**src/rtl/clk_gate_idle_ctrl.sv**
```systemverilog
// Idle-driven enable for an OR-type clock gate: stops the clock after a programmable idle run,
// restarts it with a settle window. All outputs are registered alongside the state.
module clk_gate_idle_ctrl #(
  parameter int IDLE_W   = 8,
  parameter int WAKE_CYC = 2,
  parameter int CNT_W    = 16
) (
  input  logic              clk,
  input  logic              rst,
  input  logic              busy,
  input  logic              wake_req,
  input  logic              force_on,
  input  logic [IDLE_W-1:0] idle_thresh,
  output logic              gate_en,
  output logic              clk_rdy,
  output logic [CNT_W-1:0]  gated_cnt
);

  localparam int WK_W = (WAKE_CYC > 1) ? $clog2(WAKE_CYC) : 1;

  typedef enum logic [1:0] {RUN, PREGATE, GATED, WAKE} state_t;

  state_t            state;
  logic [IDLE_W-1:0] idle_cnt;
  logic [WK_W-1:0]   wake_cnt;
  logic              act;
  logic [IDLE_W:0]   idle_nxt;
  logic              thresh_hit;

  assign act = busy | wake_req | force_on;

  // One extra bit so a saturated idle_cnt still compares as >= any threshold.
  assign idle_nxt   = {1'b0, idle_cnt} + (IDLE_W+1)'(1);
  assign thresh_hit = (idle_thresh != '0) && (idle_nxt >= {1'b0, idle_thresh});

  always_ff @(posedge clk) begin
    if (rst) begin
      state     <= RUN;
      idle_cnt  <= '0;
      wake_cnt  <= '0;
      gate_en   <= 1'b0;
      clk_rdy   <= 1'b1;
      gated_cnt <= '0;
    end else begin
      case (state)
        RUN: begin
          if (act) begin
            idle_cnt <= '0;
          end else begin
            if (!(&idle_cnt)) idle_cnt <= idle_cnt + IDLE_W'(1);
            if (thresh_hit) begin
              state   <= PREGATE;
              clk_rdy <= 1'b0;
            end
          end
        end
        PREGATE: begin
          if (act) begin
            state    <= RUN;
            idle_cnt <= '0;
            clk_rdy  <= 1'b1;
          end else begin
            state   <= GATED;
            gate_en <= 1'b1;
            if (!(&gated_cnt)) gated_cnt <= gated_cnt + CNT_W'(1);
          end
        end
        GATED: begin
          if (act) begin
            state    <= WAKE;
            wake_cnt <= '0;
            gate_en  <= 1'b0;
          end
        end
        WAKE: begin
          // Inputs are deliberately ignored here: a wake always runs to completion.
          if (wake_cnt == WK_W'(WAKE_CYC - 1)) begin
            state    <= RUN;
            idle_cnt <= '0;
            clk_rdy  <= 1'b1;
          end else begin
            wake_cnt <= wake_cnt + WK_W'(1);
          end
        end
        default: begin
          state    <= RUN;
          idle_cnt <= '0;
          gate_en  <= 1'b0;
          clk_rdy  <= 1'b1;
        end
      endcase
    end
  end

endmodule
```
**config.mk**
```make
export PLATFORM = sky130hd
export DESIGN_NAME = clk_gate_idle_ctrl
export DESIGN_NICKNAME = d
export VERILOG_FILES = /design/src/rtl/clk_gate_idle_ctrl.sv
export SDC_FILE = /design/constraint.sdc
export NUM_CORES = 1
export LEC_CHECK = 0
export ABC_AREA = 1
export BUFFER_PORTS_ARGS = -buffer_cell sky130_fd_sc_hd__buf_2
export CORE_ASPECT_RATIO = 0.75
export CORE_UTILIZATION = 55
export CTS_BUF_LIST = sky130_fd_sc_hd__clkbuf_4 sky130_fd_sc_hd__clkbuf_8 sky130_fd_sc_hd__clkbuf_16
export DETAILED_ROUTE_END_ITERATION = 12
export PLACE_DENSITY = 0.85
export SYNTH_ARGS = -nofsm -noshare
export SYNTH_HDL_FRONTEND = slang
export SYNTH_SLANG_ARGS = --single-unit
```
**constraint.sdc**
```tcl
create_clock -name clk -period 2.29 [get_ports clk]
set_input_delay 0.1145 -clock clk [delete_from_list [all_inputs] [get_ports clk]]
set_output_delay 0.1145 -clock clk [all_outputs]
set_load 0.005 [all_outputs]
```
# Yosys cells after proc, flatten, opt, wreduce, memory -nomap -nowiden
# Cells that the tools add are included.
# op_classes
magnitude_cmp	1
mux	21
bitwise_logic	4
n_reduce_logical	14
addsub	4
n_eq_ne	10
# op_table
operator	n
$mux W8	4
$pmux W8 S3	1
$add A16 B1 Y16 const B	1
$reduce_and A16 Y1	1
$ne A2 B2 Y1 const B	6
$mux W2	5
$add A8 B1 Y9 const B	1
$ge A9 B8 Y1	1
$add A8 B1 Y8 const B	1
$pmux W2 S4	1
$reduce_and A4 Y1	2
$reduce_and A8 Y1	1
$reduce_bool A8 Y1	1
$mux W1	7
$reduce_and A3 Y1	2
$reduce_and A5 Y1	1
$eq A2 B2 Y1 const B	2
$pmux W1 S2	2
$reduce_bool A2 Y1	2
$ne A3 B3 Y1 const B	1
$pmux W1 S3	1
$reduce_bool A3 Y1	1
$eq A2 B1 Y1 const B	1
$logic_not A2 Y1	1
5 further kinds	7
# totals
reg_bits	29
word_cells	60

# Depth between registers and ports, before layout
# depth
ltp_word	6
ltp_mapped	18

# Worst setup path after synthesis
# No wires, ideal clock.
# synth_timing
kind	reg2reg
from	reg idle_cnt[0]
to	reg clk_rdy
slack_ns	0.435
stages_incl_launch_ff	18
required_time_ns	2.178
setup_time_ns	0.112
arrival_time_ns	1.743
cell_sequence	dfxtp_1 ha_1 nand3_1 nor2_1 xnor2_1 inv_1 ha_1 nand2_1 inv_1 nand2_1 nand2_1 nand2_1 nand2_1 nand2_1 nand2_1 nand2_1 nand2_1 nand2_1
# synth_between
elab_chain_cells	5
# synth_lines
element	line_no	rtl
start, declared	24	logic [IDLE_W-1:0] idle_cnt;
start signal, assigned	50	if (!(&idle_cnt)) idle_cnt <= idle_cnt + IDLE_W'(1);
$add A8 B1 Y9	33	assign idle_nxt = {1'b0, idle_cnt} + (IDLE_W+1)'(1);
$ge A9 B8 Y1	34	assign thresh_hit = (idle_thresh != '0) && (idle_nxt >= {1'b0, idle_thresh});
$logic_and A1 B1 Y1	34	
$ne A2 B2 Y1 (no source line)	--	
$reduce_and A5 Y1 (no source line)	--	
end signal, assigned	42	clk_rdy <= 1'b1;
end signal, assigned	53	clk_rdy <= 1'b0;
end signal, assigned	61	clk_rdy <= 1'b1;
end, declared	15	output logic clk_rdy,
# Every way passes these cells.
# A chain may end at the register's enable or synchronous reset.

# Worst setup path in the final report
# Same ends and word-level chain as after synthesis.

==> results by group <==
Clock network
  • Post-CTS Setup Inserts: 0
  • Max H-tree Level: 2
  • CTS tree: built
  • Clock slew at reported path FFs: approximately 0.060 ns
  • Num CTS Buffers: 5
  • Clk Latency, worst-skew pair: between 0.2 and 0.3 ns
  • CTS root buffer: clkbuf_8
  • Sink Count: 29
  • CTS max path bufs: 2

Setup path
  • CP arrival: around 2.2 ns
  • Worst r2r src: idle_cnt[0]
  • Startpoint types: flop
  • Slowest stage delay, CP: between 0.3 and 0.4 ns
  • Worst-case reg-to-reg path depth: 17
  • Flop2flop setup slack: a little under 0.3 ns
  • WP data required: 2.46 ns
  • CP max FO: 3
  • Critical path cell sequence: ha_1 > nand3_2 > xor2_1 > ha_1 > nand2_1 > nor2_1 > nand2_1 > nand3_1 > nand2_1 > nand2_1 > nand2_1 > nand2_1 > nand2_1 > nand2_1 > nand2_1 > nand2_1 > nand2_1
  • CP max stage cell: dfxtp_1
  • Worst Setup Path Type: flop to flop
  • Critical Path Most Common Cell: nand2_1
  • Crit. End Element: flop
  • Worst R2R End: clk_rdy

Timing
  • Fmax: 0.500 GHz
  • Clk_skew: 0.0116 ns
  • Slew Viols, Final: 0
  • Final setup viols: 0
  • Slew HR: 0.709
  • Hold Fails Final Rpt: 0
  • Final Cycle Share: 0.874
  • Worst Hold Margin: about 0.23 ns
  • Minimum clock period: ~2 ns
  • Worst Tran Pin Value: about 0.44 ns

GRT
  • First-pass GRT wire length: 6.63 mm
  • Largest net degree at the start of global routing: 25
  • Total GRT Usage: 0.255
  • Initial antenna violation count: 0
  • GRT overflow: 0
  • Vias in the first global route: 1541

Hold path
  • Min-Delay Path Depth: 4
  • Hold EP: idle_cnt[0]
  • Hold Crit Class: input port to flop
  • Hold_sp: force_on

Pwr
  • Peak VDD IR: between 300 and 400 µV
  • Design Power: around 0.93 mW
  • Leakage: about 0.96 nW
  • Pwr Density: around 450 mW/mm²

Die
  • Row cnt: 17
  • I/O Pins: 31
  • Die Area: 0.00349 mm²
  • Core ar.: approximately 0.0030 mm²
  • Die width: a little under 70 µm
  • Initial Utilization: 0.592
  • Die Ht: between 50 and 60 µm

Logic synthesis
  • Sequential area share after synthesis: 0.325
  • Synth Cell Area: between 0.0015 and 0.002 mm²
  • YS warnings: 0
  • Synth Register Bits: 29
  • Net Count, Synth: 288
  • Post-Syn Instances: about 270
  • Unique masters post-synth: 27
  • Ys flop type: dfxtp_1
  • EDFF count, synth: 0
  • Avg Synthesized Cell Area: approximately 6.7 µm²
  • Ys async rst share: 0

Route
  • Drt wl/cell: about 12 µm
  • Antenna viol nets, final: 0
  • Drt total wl: 3.91 mm
  • Via-to-Cell Ratio: approximately 5.2
  • DR iter-0 viols: 92
  • Drc violations: 0
  • DR vias: ~1700
  • Drt pass-1 iters: 4

Outcome
  • Status: complete, no violations

Placement
  • Placed Cells: approximately 330
  • Gpl congestion: around 0.9
  • PortBufs: 30
  • DP Wirelength: 2.89 mm

Finish
  • Share of cells above drive strength 1: 0.164
  • Layout net count: approximately 320
  • Most frequent cells in the layout: nand2_1, inv_1, buf_2
  • Area grow syn2layout: 14.8%
  • Non-Filler Instances: roughly 340
  • Commonest non-fill, non-tap cell in the layout: nand2_1
  • Diodes inserted: 0

Job
  • MaxCap Viol Count: 0
-- layout make-up --
type,count,area [µm²]
inverter,36,135
tap,38,47.5
multi-input combinational,196,1050
sequential,29,581
fill,278,968
timing repair buffer,32,165
clock inverter,1,5.00
clock buffer,5,68.8
-- synth_stat cells, types with 2 or more instances --
cell type | number | area, µm²
dfxtp_1 | 29 | 581
nor3_1 | 6 | 30.0
ha_1 | 10 | 125
xnor2_1 | 5 | 43.8
nand4_1 | 2 | 12.5
nand3_1 | 10 | 50.1
a21oi_1 | 27 | 135
o21ai_0 | 8 | 40.0
nand2_2 | 3 | 18.8
nor4_1 | 4 | 25.0
buf_6 | 2 | 22.5
xor2_1 | 11 | 96.3
nor2_1 | 21 | 78.8
inv_1 | 35 | 131
clkbuf_1 | 2 | 7.51
nand2_1 | 79 | 297
-- report_power, final --
group,leakage (nW),internal (mW),switching (mW)
clock network,0.0399,0.199,0.175
logic,0.687,0.0178,0.0293
registers,0.234,0.506,0.000918
-- worst max-delay path by stage --
stage	startpoint	end	slack (ns)	depth (start not counted)
after floorplan	idle_cnt[0]	clk_rdy	0.43	17
final	idle_cnt[0]	clk_rdy	0.29	17
after global routing	idle_cnt[0]	clk_rdy	-0.004	17
after global placement	idle_cnt[0]	clk_rdy	0.34	17
after detailed placement	idle_cnt[0]	clk_rdy	0.23	17
after CTS	idle_cnt[0]	clk_rdy	0.22	17
-- what timing repair did --
item / 4_1_cts / 5_1_grt
gates resized for setup: 0 / 2
hold buffers: 0 / 0
endpoints found under the setup margin: 0 / 1
-- critical path, delay by kind of cell, from the launching register on --
kind / cells / cell delay, ns
simple gates: 14 / 0.89
flops: 1 / 0.35
xor+xnor: 1 / 0.17
fa+ha+maj: 2 / 0.50
-- registers in the layout (all words and copies together), names as in the netlist, named ones only --
signal,count
gated_cnt,16
idle_cnt,8
clk_rdy,1
gate_en,1
state,1
wake_cnt,1
-- stage by stage --
stage	area, µm²	setup TNS [ns]	utilization	setup WS, ns
3_3_place_gp	1970	0	0.652	0.345
5_1_grt	2050	-0.00374	0.679	-0.00374
4_1_cts	2040	0	0.677	0.222
3_5_place_dp	1970	0	0.652	0.233
2_1_floorplan	1790	0	-	0.435
6_report	2050	0	0.679	0.288
-- per-layer routing --
metal	GRT usage	share of wire
met5	0	0
met4	0.0799	0.0069
met3	0.0714	0.062
met2	0.361	0.42
met1	0.367	0.52
-- cells by family (layout without fill, tap and decap cells) --
| kind of cell | after synthesis | after routing | synth area share |
|---|---|---|---|
| AO/OA/AOI/OAI | 40 | 40 | 0.123 |
| flip-flops | 29 | 29 | 0.325 |
| adder cells (fa/ha/maj) | 10 | 10 | 0.0700 |
| AND/OR/NAND/NOR | 130 | 130 | 0.311 |
| XOR/XNOR | 16 | 16 | 0.0784 |
| buffers and inverters | 40 | 74 | 0.0924 |
Note: power is estimated with default switching activity, not from simulation.
